`config.mk`:
```
export PLATFORM = sky130hd
export DESIGN_NAME = oscillator_voice_flat
export DESIGN_NICKNAME = d
export VERILOG_FILES = /design/src/rtl/oscillator_voice_if.sv /design/src/rtl/oscillator_voice.sv /design/src/flat_wrapper.sv
export SDC_FILE = /design/constraint.sdc
export NUM_CORES = 1
export LEC_CHECK = 0
export CORE_AREA = 2 2 89 91
export DETAILED_ROUTE_END_ITERATION = 8
export DIE_AREA = 0 0 91 93
export PLACE_DENSITY_LB_ADDON = 0.12
export SLEW_MARGIN = 20
export SYNTH_ARGS = -nofsm -noshare
export SYNTH_HDL_FRONTEND = slang
export SYNTH_SLANG_ARGS = --single-unit
```
`constraint.sdc`:
```
create_clock -name clk -period 3.49 [get_ports clk]
set_input_delay 0.8725 -clock clk [delete_from_list [all_inputs] [get_ports clk]]
set_output_delay 0.8725 -clock clk [all_outputs]
set_load 0.005 [all_outputs]
```
`src/rtl/oscillator_voice_if.sv`:
```
// Register-file side bus for one oscillator voice: tick, controls, chain strobes and sample.
// The voice drives out/acc_msb/msb_rise; everything else comes from the register file or the previous voice.
// No handshake: clk_en is the sample tick and the voice consumes controls on every tick.
interface oscillator_voice_if #(
  parameter int FREQ_BITS   = 16,
  parameter int OUTPUT_BITS = 12
);
  logic                   clk_en;
  logic [FREQ_BITS-1:0]   freq;
  logic [OUTPUT_BITS-1:0] pw;
  logic [3:0]             wave_sel;
  logic                   test;
  logic                   en_sync;
  logic                   sync_in;
  logic                   en_ringmod;
  logic                   ringmod_source;
  logic [OUTPUT_BITS-1:0] out;
  logic                   acc_msb;
  logic                   msb_rise;

  modport master (
    output clk_en, freq, pw, wave_sel, test, en_sync, sync_in, en_ringmod, ringmod_source,
    input  out, acc_msb, msb_rise
  );

  modport slave (
    input  clk_en, freq, pw, wave_sel, test, en_sync, sync_in, en_ringmod, ringmod_source,
    output out, acc_msb, msb_rise
  );
endinterface

```
`src/rtl/oscillator_voice.sv`:
```
// Single oscillator voice: phase accumulator, noise LFSR and registered waveform mux.
// Latency: out lags acc/lfsr by one clk; msb_rise is combinational within the tick.
// Backpressure: none; state advances only on clk_en ticks, out reloads every clk.
module oscillator_voice #(
  parameter int ACCUMULATOR_BITS = 24,
  parameter int OUTPUT_BITS      = 12,
  parameter int FREQ_BITS        = 16,
  parameter int NOISE_BITS       = 23,
  parameter int NOISE_CLK_BIT    = 19
) (
  input  logic               clk,
  input  logic               rst_n,
  oscillator_voice_if.slave  bus
);
  localparam int MSB = ACCUMULATOR_BITS - 1;

  logic [ACCUMULATOR_BITS-1:0] acc_q, acc_d, acc_next;
  logic [NOISE_BITS-1:0]       lfsr_q, lfsr_d;
  logic [OUTPUT_BITS-1:0]      out_q, out_d;
  logic [OUTPUT_BITS-1:0]      saw_w, tri_w, pulse_w, noise_w;
  logic                        invert;
  logic                        noise_clk;

  // Phase selection: test beats hard sync beats the free-running add (wrap is silent).
  always_comb begin
    acc_next = acc_q + ACCUMULATOR_BITS'(bus.freq);
    if (bus.test) begin
      acc_next = '0;
    end else if (bus.en_sync && bus.sync_in) begin
      acc_next = '0;
    end
    acc_d = bus.clk_en ? acc_next : acc_q;
  end

  // Rising edges are judged against the candidate phase, so clears never look like rises.
  assign bus.msb_rise = bus.clk_en & ~acc_q[MSB] & acc_next[MSB];
  assign noise_clk    = ~acc_q[NOISE_CLK_BIT] & acc_next[NOISE_CLK_BIT];

  // Noise LFSR: reseeded by test, stepped by a rising accumulator tap bit.
  always_comb begin
    lfsr_d = lfsr_q;
    if (bus.clk_en) begin
      if (bus.test) begin
        lfsr_d = '1;
      end else if (noise_clk) begin
        lfsr_d = {lfsr_q[NOISE_BITS-2:0], lfsr_q[NOISE_BITS-1] ^ lfsr_q[NOISE_BITS-6]};
      end
    end
  end

  // Waveform terms from the current phase, combined by bitwise AND of the selected ones.
  always_comb begin
    saw_w   = acc_q[MSB -: OUTPUT_BITS];
    invert  = bus.en_ringmod ? (acc_q[MSB] ^ bus.ringmod_source) : acc_q[MSB];
    tri_w   = invert ? ~acc_q[MSB-1 -: OUTPUT_BITS] : acc_q[MSB-1 -: OUTPUT_BITS];
    pulse_w = (bus.test || (saw_w >= bus.pw)) ? '1 : '0;
    noise_w = lfsr_q[NOISE_BITS-1 -: OUTPUT_BITS];
    out_d   = '1;
    if (bus.wave_sel[0]) out_d = out_d & tri_w;
    if (bus.wave_sel[1]) out_d = out_d & saw_w;
    if (bus.wave_sel[2]) out_d = out_d & pulse_w;
    if (bus.wave_sel[3]) out_d = out_d & noise_w;
    if (bus.wave_sel == 4'b0000) out_d = '0;
  end

  // State registers; the sample register reloads every clk regardless of the tick.
  always_ff @(posedge clk or negedge rst_n) begin
    if (!rst_n) begin
      acc_q  <= '0;
      lfsr_q <= '1;
      out_q  <= '0;
    end else begin
      acc_q  <= acc_d;
      lfsr_q <= lfsr_d;
      out_q  <= out_d;
    end
  end

  assign bus.out     = out_q;
  assign bus.acc_msb = acc_q[MSB];
endmodule

```
`src/flat_wrapper.sv`:
```
// flat-port wrapper written by rule: the top's interface ports become plain ports
module oscillator_voice_flat 
#(
  parameter int ACCUMULATOR_BITS = 24,
  parameter int OUTPUT_BITS      = 12,
  parameter int FREQ_BITS        = 16,
  parameter int NOISE_BITS       = 23,
  parameter int NOISE_CLK_BIT    = 19
)
  (clk, rst_n, bus_clk_en, bus_freq, bus_pw, bus_wave_sel, bus_test, bus_en_sync, bus_sync_in, bus_en_ringmod, bus_ringmod_source, bus_out, bus_acc_msb, bus_msb_rise);
  oscillator_voice_if #(.FREQ_BITS(FREQ_BITS), .OUTPUT_BITS(OUTPUT_BITS)) bus_i ();
  input  logic clk;
  input  logic rst_n;
  input wire logic [$bits(bus_i.clk_en)-1:0] bus_clk_en;
  input wire logic [$bits(bus_i.freq)-1:0] bus_freq;
  input wire logic [$bits(bus_i.pw)-1:0] bus_pw;
  input wire logic [$bits(bus_i.wave_sel)-1:0] bus_wave_sel;
  input wire logic [$bits(bus_i.test)-1:0] bus_test;
  input wire logic [$bits(bus_i.en_sync)-1:0] bus_en_sync;
  input wire logic [$bits(bus_i.sync_in)-1:0] bus_sync_in;
  input wire logic [$bits(bus_i.en_ringmod)-1:0] bus_en_ringmod;
  input wire logic [$bits(bus_i.ringmod_source)-1:0] bus_ringmod_source;
  output wire logic [$bits(bus_i.out)-1:0] bus_out;
  output wire logic [$bits(bus_i.acc_msb)-1:0] bus_acc_msb;
  output wire logic [$bits(bus_i.msb_rise)-1:0] bus_msb_rise;
  assign bus_i.clk_en = bus_clk_en;
  assign bus_i.freq = bus_freq;
  assign bus_i.pw = bus_pw;
  assign bus_i.wave_sel = bus_wave_sel;
  assign bus_i.test = bus_test;
  assign bus_i.en_sync = bus_en_sync;
  assign bus_i.sync_in = bus_sync_in;
  assign bus_i.en_ringmod = bus_en_ringmod;
  assign bus_i.ringmod_source = bus_ringmod_source;
  assign bus_out = bus_i.out;
  assign bus_acc_msb = bus_i.acc_msb;
  assign bus_msb_rise = bus_i.msb_rise;
  oscillator_voice #(.ACCUMULATOR_BITS(ACCUMULATOR_BITS), .OUTPUT_BITS(OUTPUT_BITS), .FREQ_BITS(FREQ_BITS), .NOISE_BITS(NOISE_BITS), .NOISE_CLK_BIT(NOISE_CLK_BIT)) u_core (.clk(clk), .rst_n(rst_n), .bus(bus_i));
endmodule
```
Yosys cells after proc, flatten, opt, wreduce, memory -nomap -nowiden
Cells that the tools add are included.

Multiply operators: 0. Reduce and logical (&&, ||, !) cells: 5. Magnitude comparators: 1. Bitwise gates (word level): 11. Add/sub/neg operators: 1. Divide/modulo/power cells: 0. Shift-type cells: 0. Equality and inequality tests: 0. Mux-type cells: 12.

Operators by type and width (number): 12-bit two-way mux (7); 24-bit two-way mux (2); 23-bit two-way mux (2); 12-bit AND (3); 24-bit by 16-bit adder with 24-bit output (1); 12-bit greater-or-equal comparator (1); 12-bit NOT (1); 4-bit zero test (1); 1-bit AND (3); 1-bit NOT (2); 2-bit AND reduction (1); 2-bit nonzero test (1); 1-bit bitwise XOR (2); 1-bit logical AND (1); 1-bit logical OR (1); 1-bit two-way mux (1).

Bits in latches: 0. Bits of input ports: 40. Register bits after elaboration: 59. Bits in writable memories: 0. Memories: 0. Memory bits (read-only): 0. Word-level logic and storage cells: 33. Output and inout bits: 14.

Longest topological paths before layout
Gate-level depths: netlist (run 1).

Depth after elaboration: 11. Mapped depth: 10. Depth with buffers taken out: 9.

Worst setup path after synthesis (run 1)
OpenSTA, ideal clock, no wires.

Path type: input port to output port. Start: input bus_freq[4]. End: output bus_msb_rise. Stages on the path: 6. Required time: 2.618 ns. Path buffers: 0. Data arrival time: 2.157 ns. Path slack: 0.461 ns. Cells stage by stage: ha_1 o211ai_1 o211ai_2 a31oi_1 a2bb2oi_2 nor4b_1.

Cells in the longest elaborated chain, start to end: 4.

RTL lines: from (decl) (line flat_wrapper.sv:15) `input wire logic [$bits(bus_i.freq)-1:0] bus_freq;`; 24-bit by 16-bit adder with 24-bit output (line oscillator_voice.sv:26) `acc_next = acc_q + ACCUMULATOR_BITS'(bus.freq);`; 24-bit two-way mux (line oscillator_voice.sv:29) `end else if (bus.en_sync && bus.sync_in) begin`; 24-bit two-way mux (line oscillator_voice.sv:27) `if (bus.test) begin`; 1-bit AND (line oscillator_voice.sv:36) `assign bus.msb_rise = bus.clk_en & ~acc_q[MSB] & acc_next[MSB];`; to (decl) (line flat_wrapper.sv:25) `output wire logic [$bits(bus_i.msb_rise)-1:0] bus_msb_rise;`.

No other way between the ends.

Worst setup path after layout (run 1)
Start: input bus_freq[14]. End: output bus_msb_rise.

Same word-level chain as after synthesis.

==> Implementation_results.wiki, run 1 <==
{| class="wikitable"
! Metric !! Value
|-
| Post-synth cell types || 60
|-
| Worst IR Drop VDD || 0.000394 V
|-
| Portion of total power attributed to the clock network || 27.4%
|-
| Share of total power in combinational logic || 37.4%
|-
| Worst Skew || 0.00816 ns
|-
| Number of antenna violations at the first check in global routing || 0
|-
| Crit share post-route || 98.1%
|-
| Crit path from || bus_freq[14]
|-
| Post-route DRC || 0
|-
| Final net count || 594
|-
| Number of flops mapped to enable cells by yosys || 0
|-
| Pin count of the biggest net entering global routing || 49
|-
| Max FO, Critical Path || 3
|-
| Worst-case clock buffer depth || 2
|-
| Min Tclk post-route || 3.42 ns
|-
| Floorplan Core Area || 0.00753 sq mm
|-
| Multiplexer share of the synthesized area || 7.98%
|-
| Number of hold violations in the final report || 0
|-
| CP arrival || 2.55 ns
|-
| Post-route cell area || 0.00540 sq mm
|-
| Global route overflow || 0
|-
| RR Startpoint || u_core.acc_q[0]
|-
| Num CTS Buffers || 9
|-
| Routed wire length || 10400 microns
|-
| Initial Utilization || 54.1%
|-
| Number of filler instances in the final layout || 603
|-
| Sequential element share of the synthesized area || 36.9%
|-
| Warnings, synthesis || 0
|-
| Commonest cells after routing, fill and taps aside || 58 x buf_4, 45 x clkdlybuf4s50_1, 36 x dfrtp_1
|-
| # diodes || 0
|-
| Setup violation total in the final timing report || 0
|-
| Met1 usage || 31.6%
|-
| H-Tree Depth || 3
|-
| Die outline width || 91 microns
|-
| Result of the run || finished clean
|-
| Worst-skew pair later-pin latency || 0.35 ns
|-
| Slew margin rel. || 53.2%
|-
| Share of flip-flops with an asynchronous set or reset after synthesis || 100%
|-
| Category of the most critical setup path || input pin to output port
|-
| Average footprint of a synthesized cell || 9.63 sq um
|-
| Critical Path Start Type || input pin
|-
| Number of instances in the synthesized netlist || 423
|-
| Clk slew on worst S/H paths || 0.07 ns
|-
| Final standard cell utilization of the core || 71.8%
|-
| Cts-stage hold buffer count || 0
|-
| Fmax || 292 MHz
|-
| Area share of the largest cell type after synthesis || 22.1%
|-
| Number of global-route vias before repair || 3604
|-
| Count of pins on the block boundary || 54
|-
| Data required time of the worst path || 2.62 ns
|-
| Switch Pwr || 746 uW
|-
| Combinational family with the most area after synthesis || compound AO/OA/AOI/OAI gates
|-
| Most common cell after layout, fill and taps aside || buf_4
|-
| Via density || 5.69
|-
| Crit end category || output port
|-
| Area after detailed placement || 0.00501 sq mm
|-
| Height of the chip || 93 microns
|-
| Most Crowded Layer GR || met2
|-
| Total via count in the routed design || 3599
|-
| Largest cells by area after synthesis || dfrtp_1 22%, dfstp_2 15%, ha_1 8.6%, mux2_4 6.6%, nand2b_1 4.1%
|-
| Total track usage || 25.5%
|-
| Number of synthesized register bits || 59
|-
| Cell row count || 32
|-
| Dominant synthesized flop cell || dfrtp_1
|-
| Full die area || 0.00846 sq mm
|-
| HPWL after detailed placement || 7360 microns
|-
| Max Cap Violations || 0
|-
| HP Class || flip-flop to flip-flop
|-
| Synth Area in Adders || 9.09%
|-
| Port buffer count || 53
|-
| Met3 global-route usage || 5.16%
|-
| Wire per inst || 16.4 microns
|-
| Post-synthesis cell area || 0.00408 sq mm
|-
| Layout-stage area growth over the synthesis result || 32.5%
|-
| Post-Synthesis Net Count || 492
|-
| Final RePlAce weighted congestion || 0.852
|-
| TritonCTS sink count || 59
|-
| Slew at the pin closest to its max-slew limit || 0.700 ns
|-
| Internal power consumption || 1.47 mW
|-
| Met2 Use GR || 43.5%
|-
| PwrDens || 411 mW/mm^2
|-
| Iteration-0 DRC Markers || 260
|-
| Synth Area in Simple Gates || 14.0%
|-
| CTS Root Cell || clkbuf_8
|-
| Part of the total power dissipated in sequential elements || 35.2%
|-
| Top cell type by total area after synthesis || dfrtp_1
|-
| Number of max-slew violations in the final report || 0
|-
| Leakage power summed over all cells || 2.42 nW
|-
| Ratio of cells with drive above 1 in the final layout || 27.9%
|-
| First-pass GRT wire length || 17100 microns
|-
| Worst Min Path Start || u_core.acc_q[0]
|-
| Switching share of total power || 33.6%
|-
| Antenna violation net count after detailed routing || 0
|-
| XOR/XNOR share of the synthesized area || 5.80%
|-
| TritonCTS clock tree || built
|-
| Number of iterations in the first detailed-routing pass || 5
|-
| Compound-Gate Fraction of Synth Area || 20.1%
|}
-- synthesized netlist by cell type, types with 2 or more instances --
| cell type | instances |
|---|---|
| ha_1 | 28 |
| xor2_1 | 10 |
| mux2_4 | 18 |
| clkbuf_1 | 11 |
| buf_12 | 2 |
| nand2_1 | 35 |
| and3_1 | 3 |
| mux2_2 | 4 |
| dfrtp_1 | 36 |
| o211ai_1 | 6 |
| o221ai_1 | 15 |
| nor2_1 | 17 |
| xnor2_1 | 17 |
| a31oi_1 | 5 |
| nand2b_1 | 27 |
| nor2b_1 | 6 |
| o41ai_1 | 2 |
| nand4_1 | 4 |
| o31a_1 | 2 |
| a31o_2 | 4 |
| buf_1 | 3 |
| nand3_1 | 11 |
| or3_1 | 2 |
| o21ai_0 | 14 |
| a211o_1 | 2 |
| buf_2 | 3 |
| o22ai_1 | 8 |
| a21o_1 | 6 |
| nor4_1 | 2 |
| a211oi_1 | 2 |
| o31ai_1 | 3 |
| o2bb2ai_1 | 2 |
| inv_1 | 33 |
| dfstp_2 | 23 |
| a21oi_1 | 32 |
-- registers in the layout, summed over array words and instances (netlist names) --
| signal | cells |
|---|---|
| u_core.bus.out | 12 |
| u_core.lfsr_q | 23 |
| u_core.acc_q | 24 |
-- area by class of cell --
cell class              count  area [sq um]  area share [%]
well taps                 102           128            2.36
flip-flops and latches     59          1510            27.9
clock buffers              10           149            2.76
multi-input cells         310          2470            45.7
repair buffers            111           975            18.0
clock inverters             6          46.3           0.857
inverters                  34           128            2.36
-- critical path: stages --
cell             delay [ns]
clkdlybuf4s50_1        0.51
ha_4                   0.22
a21oi_1                0.23
o21ai_0                0.13
a21o_1                 0.21
a2bb2oi_2              0.17
nor4b_2                0.07
buf_2                  0.14
-- metal layers --
layer	wire, microns	vias up
li1	-	1729
met2	5070	127
met4	282	0
met1	4460	1716
met5	0	-
met3	570	27
-- worst paths after layout --
| path | to | cells after the start | slack (ns) |
|---|---|---|---|
| min | u_core.acc_q[0] | 1 | 0.51 |
| max reg2reg | u_core.acc_q[20] | 12 | 0.83 |
| max | bus_msb_rise | 8 | 0.07 |
| min in group asynchronous | u_core.acc_q[12] | 1 | 0.54 |
| min reg2reg | u_core.acc_q[0] | 1 | 0.51 |
| max in group asynchronous | u_core.lfsr_q[13] | 2 | 2.25 |
-- repair_timing --
action                                 4_1_cts  5_1_grt
buffers inserted                             4        2
gates resized for setup                     16       14
endpoints found under the hold margin        0        0
pin swaps                                    9       11
gates cloned                                 0        0
setup endpoints to repair                    1        1
-- per-stage QoR --
stage | TNS, ns | std cells | power [mW] | hold WS, ns | setup slack [ns]
after floorplan | 0 | 423 | 1.21 | 0.450 | 0.461
after global placement | -0.664 | 610 | 1.52 | 0.474 | -0.644
after detailed placement | -0.800 | 610 | 1.54 | 0.479 | -0.688
after CTS | 0 | 630 | 2.18 | 0.502 | 0.00521
after global routing | -0.00321 | 632 | 2.35 | 0.517 | -0.00321
final | 0 | 632 | 2.22 | 0.506 | 0.0677
-- logic make-up after synthesis --
family	Yosys count
adders and majority gates	29
muxes	23
AOI/OAI and AO/OA	118
and+or+nand+nor	113
buffers and inverters	54
DFF	59
xor gates and xnor gates	27
-- power groups by stage --
stage	combinational [mW]	sequential, mW	clock (mW)
4_1_cts	0.792	0.774	0.619
5_1_grt	0.914	0.785	0.652
2_1_floorplan	0.431	0.778	0
6_report	0.830	0.781	0.608
3_5_place_dp	0.759	0.783	0
3_3_place_gp	0.742	0.781	0
Power figures use the tool's default switching activity.
==> inputs of run 2 (changes only) <==
SKIP_LAST_GASP = 1   (was unset)
==> results of run 2 <==
Same layout as run 1: the final DEF is identical, and so are final timing and power.
==> inputs of run 3 (changes only) <==
CORE_AREA = 2 2 99 101   (was 2 2 89 91)
DIE_AREA = 0 0 101 103   (was 0 0 91 93)
clock period = 2.9 ns   (was 3.49 ns; I/O delays follow)
==> run 3 against run 2 <==
Net effect: the flow now finishes with violations (setup timing); clock skew rose by 0.0019 ns; clock-buffer cell count did not move; register-to-register slack got worse by 0.51 ns; non-clock buffer count rose by 17; combinational power rose by 30%; cell count rose by 4.6%; clock power rose by 35%; highest routed layer unchanged; total power rose by 28%; flip-flop and latch count did not move; largest power group unchanged; die area rose by 23%; setup slack got worse by 0.070 ns; global-route usage fell by 3.4 points.
==> Implementation_results.wiki, run 3 (synthesis gave the netlist of run 1 again) <==
{| class="wikitable"
! Metric !! Value
|-
| Result of the run || finished, violations left (was finished clean)
|-
| Failing checks || setup timing
|-
| Via density || 5.47 (was 5.69)
|-
| Total via count in the routed design || 3617 (was 3599)
|-
| Slew margin rel. || 66.0% (was 53.2%)
|-
| Cell row count || 36 (was 32)
|-
| Post-route DRC || 0 (unchanged)
|-
| Final standard cell utilization of the core || 59.5% (was 71.8%)
|-
| Number of antenna violations at the first check in global routing || 0 (unchanged)
|-
| Data required time of the worst path || 2.17 ns (was 2.62 ns)
|-
| Unrepaired setup endpoints after global routing || yes
|-
| Hold WS || 0.243 ns (was 0.506 ns)
|-
| PwrDens || 504 mW/mm^2 (was 411 mW/mm^2)
|-
| Final RePlAce weighted congestion || 0.865 (was 0.852)
|-
| Height of the chip || 103 microns (was 93 microns)
|-
| Worst-case clock buffer depth || 2 (unchanged)
|-
| Count of pins on the block boundary || 54 (unchanged)
|-
| Pin count of the biggest net entering global routing || 52 (was 49)
|-
| HPWL after detailed placement || 7880 microns (was 7360 microns)
|-
| Wire per inst || 16.3 microns (was 16.4 microns)
|-
| Max Cap Violations || 0 (unchanged)
|-
| Crit end category || output port (unchanged)
|-
| CTS Root Cell || clkbuf_8 (unchanged)
|-
| TritonCTS sink count || 59 (unchanged)
|-
| Number of iterations in the first detailed-routing pass || 4 (was 5)
|-
| Category of the most critical setup path || input pin to output port (unchanged)
|-
| Number of hold violations in the final report || 0 (unchanged)
|-
| TritonCTS clock tree || built (unchanged)
|-
| Routed wire length || 10800 microns (was 10400 microns)
|-
| Num CTS Buffers || 9 (unchanged)
|-
| Global route overflow || 0 (unchanged)
|-
| Antenna violation net count after detailed routing || 0 (unchanged)
|-
| Floorplan Core Area || 0.00946 sq mm (was 0.00753 sq mm)
|-
| Full die area || 0.0104 sq mm (was 0.00846 sq mm)
|-
| Setup violation total in the final timing report || 1 (was 0)
|-
| Layout-stage area growth over the synthesis result || 38.1% (was 32.5%)
|-
| Worst-skew pair later-pin latency || 0.35 ns (about the same)
|-
| Port buffer count || 53 (unchanged)
|-
| Fmax || 345 MHz
|-
| Leakage power summed over all cells || 2.52 nW (was 2.42 nW)
|-
| Ratio of cells with drive above 1 in the final layout || 32.4% (was 27.9%)
|-
| Final net count || 611 (was 594)
|-
| Crit share post-route || 100%
|-
| Die outline width || 101 microns (was 91 microns)
|-
| H-Tree Depth || 3 (unchanged)
|-
| Max FFs per register || 24 (unchanged)
|-
| CP arrival || 2.18 ns (was 2.55 ns)
|-
| Initial Utilization || 43.1% (was 54.1%)
|-
| Iteration-0 DRC Markers || 156 (was 260)
|-
| Max FO, Critical Path || 3 (unchanged)
|-
| Number of max-slew violations in the final report || 0 (unchanged)
|-
| Most common cell after layout, fill and taps aside || buf_4 (unchanged)
|-
| First-pass GRT wire length || 17900 microns (was 17100 microns)
|-
| Number of global-route vias before repair || 3712 (was 3604)
|-
| PnR worst setup slack || -0.00198 ns (was 0.0677 ns)
|-
| HP Class || input pin to asynchronous set/reset pin (was flip-flop to flip-flop)
|-
| # diodes || 0 (unchanged)
|-
| Critical Path Start Type || input pin (unchanged)
|-
| Register with the most flip-flops || u_core.acc_q (unchanged)
|-
| Number of filler instances in the final layout || 818 (was 603)
|-
| Worst IR Drop VDD || 0.000314 V (was 0.000394 V)
|-
| Worst Skew || 0.0100 ns (was 0.00816 ns)
|-
| Clk slew on worst S/H paths || 0.07 ns (about the same)
|-
| Min Tclk post-route || 2.90 ns
|-
| Slew at the pin closest to its max-slew limit || 0.508 ns (was 0.700 ns)
|-
| Commonest cells after routing, fill and taps aside || 73 x buf_4, 36 x dfrtp_1, 35 x clkdlybuf4s50_1 (was 58 x buf_4, 45 x clkdlybuf4s50_1, 36 x dfrtp_1)
|-
| Total track usage || 22.1% (was 25.5%)
|}
run 3: cell types whose count changed in the layout (fill, tap and decap cells not counted), moves of 3 or more:
| cell | delta |
|---|---|
| buf_4 | +15 |
| clkdlybuf4s50_1 | -10 |
| dlygate4sd2_1 | +7 |
| ha_1 | -4 |
| ha_4 | +4 |
| buf_6 | +3 |
| dlymetal6s2s_1 | -3 |
| nand2_1 | -3 |
run 3: worst paths after layout:
check                           startpoint               end  slack, ns  cells past startpoint
max                           bus_freq[10]      bus_msb_rise     -0.002                      8
min                                  rst_n  u_core.acc_q[14]       0.24                      1
max reg2reg                u_core.acc_q[0]  u_core.acc_q[20]       0.32                     12
min reg2reg                u_core.acc_q[0]   u_core.acc_q[0]       0.52                      1
max in group asynchronous            rst_n  u_core.lfsr_q[6]       2.04                      2
min in group clk           u_core.acc_q[0]   u_core.acc_q[0]       0.52                      1
run 3: area by class of cell:
| type | count | area, sq um | share of cell area, % |
|---|---|---|---|
| Sequential cell | 59 | 1510 | 26.7 |
| Inverter | 34 | 128 | 2.27 |
| Multi-Input combinational cell | 310 | 2540 | 45.1 |
| Clock buffer | 10 | 149 | 2.65 |
| Clock inverter | 6 | 71.3 | 1.27 |
| Timing Repair Buffer | 128 | 1090 | 19.4 |
| Tap cell | 114 | 143 | 2.53 |
run 3: routing by layer:
metal	global-route usage (%)	vias up	share of wire, %
li1	-	1762	-
met1	27.3	1727	45
met2	38.7	105	48
met3	3.73	23	4.8
met4	8.84	0	2.4
met5	0	-	0
run 3: repair_timing:
item / 4_1_cts / 5_1_grt
endpoints found under the hold margin: 0 / 0
endpoints found under the setup margin: 26 / 2
setup buffers: 5 / 0
resized for setup: 61 / 6
hold buffers: 0 / 0
pin swaps: 26 / 5
run 3: per-stage QoR:
stage | instance area (sq um) | setup TNS, ns | instances | power (mW) | setup WS, ns
global route | 5630 | -0.109 | 661 | 3.01 | -0.109
floorplan | 4080 | 0 | 423 | 1.46 | 0.166
detailed placement | 5170 | -13.48 | 640 | 1.91 | -0.941
global placement | 5170 | -11.37 | 640 | 1.89 | -0.906
finish | 5630 | -0.00198 | 661 | 2.84 | -0.00198
CTS | 5600 | -0.0418 | 661 | 2.83 | -0.0418
run 3: power by group:
| part | internal (mW) | total (mW) | leakage, nW | switching (mW) |
|---|---|---|---|---|
| registers | 0.887 | 0.937 | 0.721 | 0.0500 |
| logic | 0.570 | 1.08 | 1.69 | 0.510 |
| clock network | 0.454 | 0.823 | 0.104 | 0.368 |
| total | 1.91 | 2.84 | 2.52 | 0.928 |
run 3: worst max-delay path, cell delays in order:
cell           delay (ns)
dlygate4sd2_1        0.26
ha_4                 0.29
nand2_2              0.08
nor2_2               0.10
a31oi_2              0.11
a2bb2oi_2            0.16
nor4b_2              0.29
buf_2                0.16
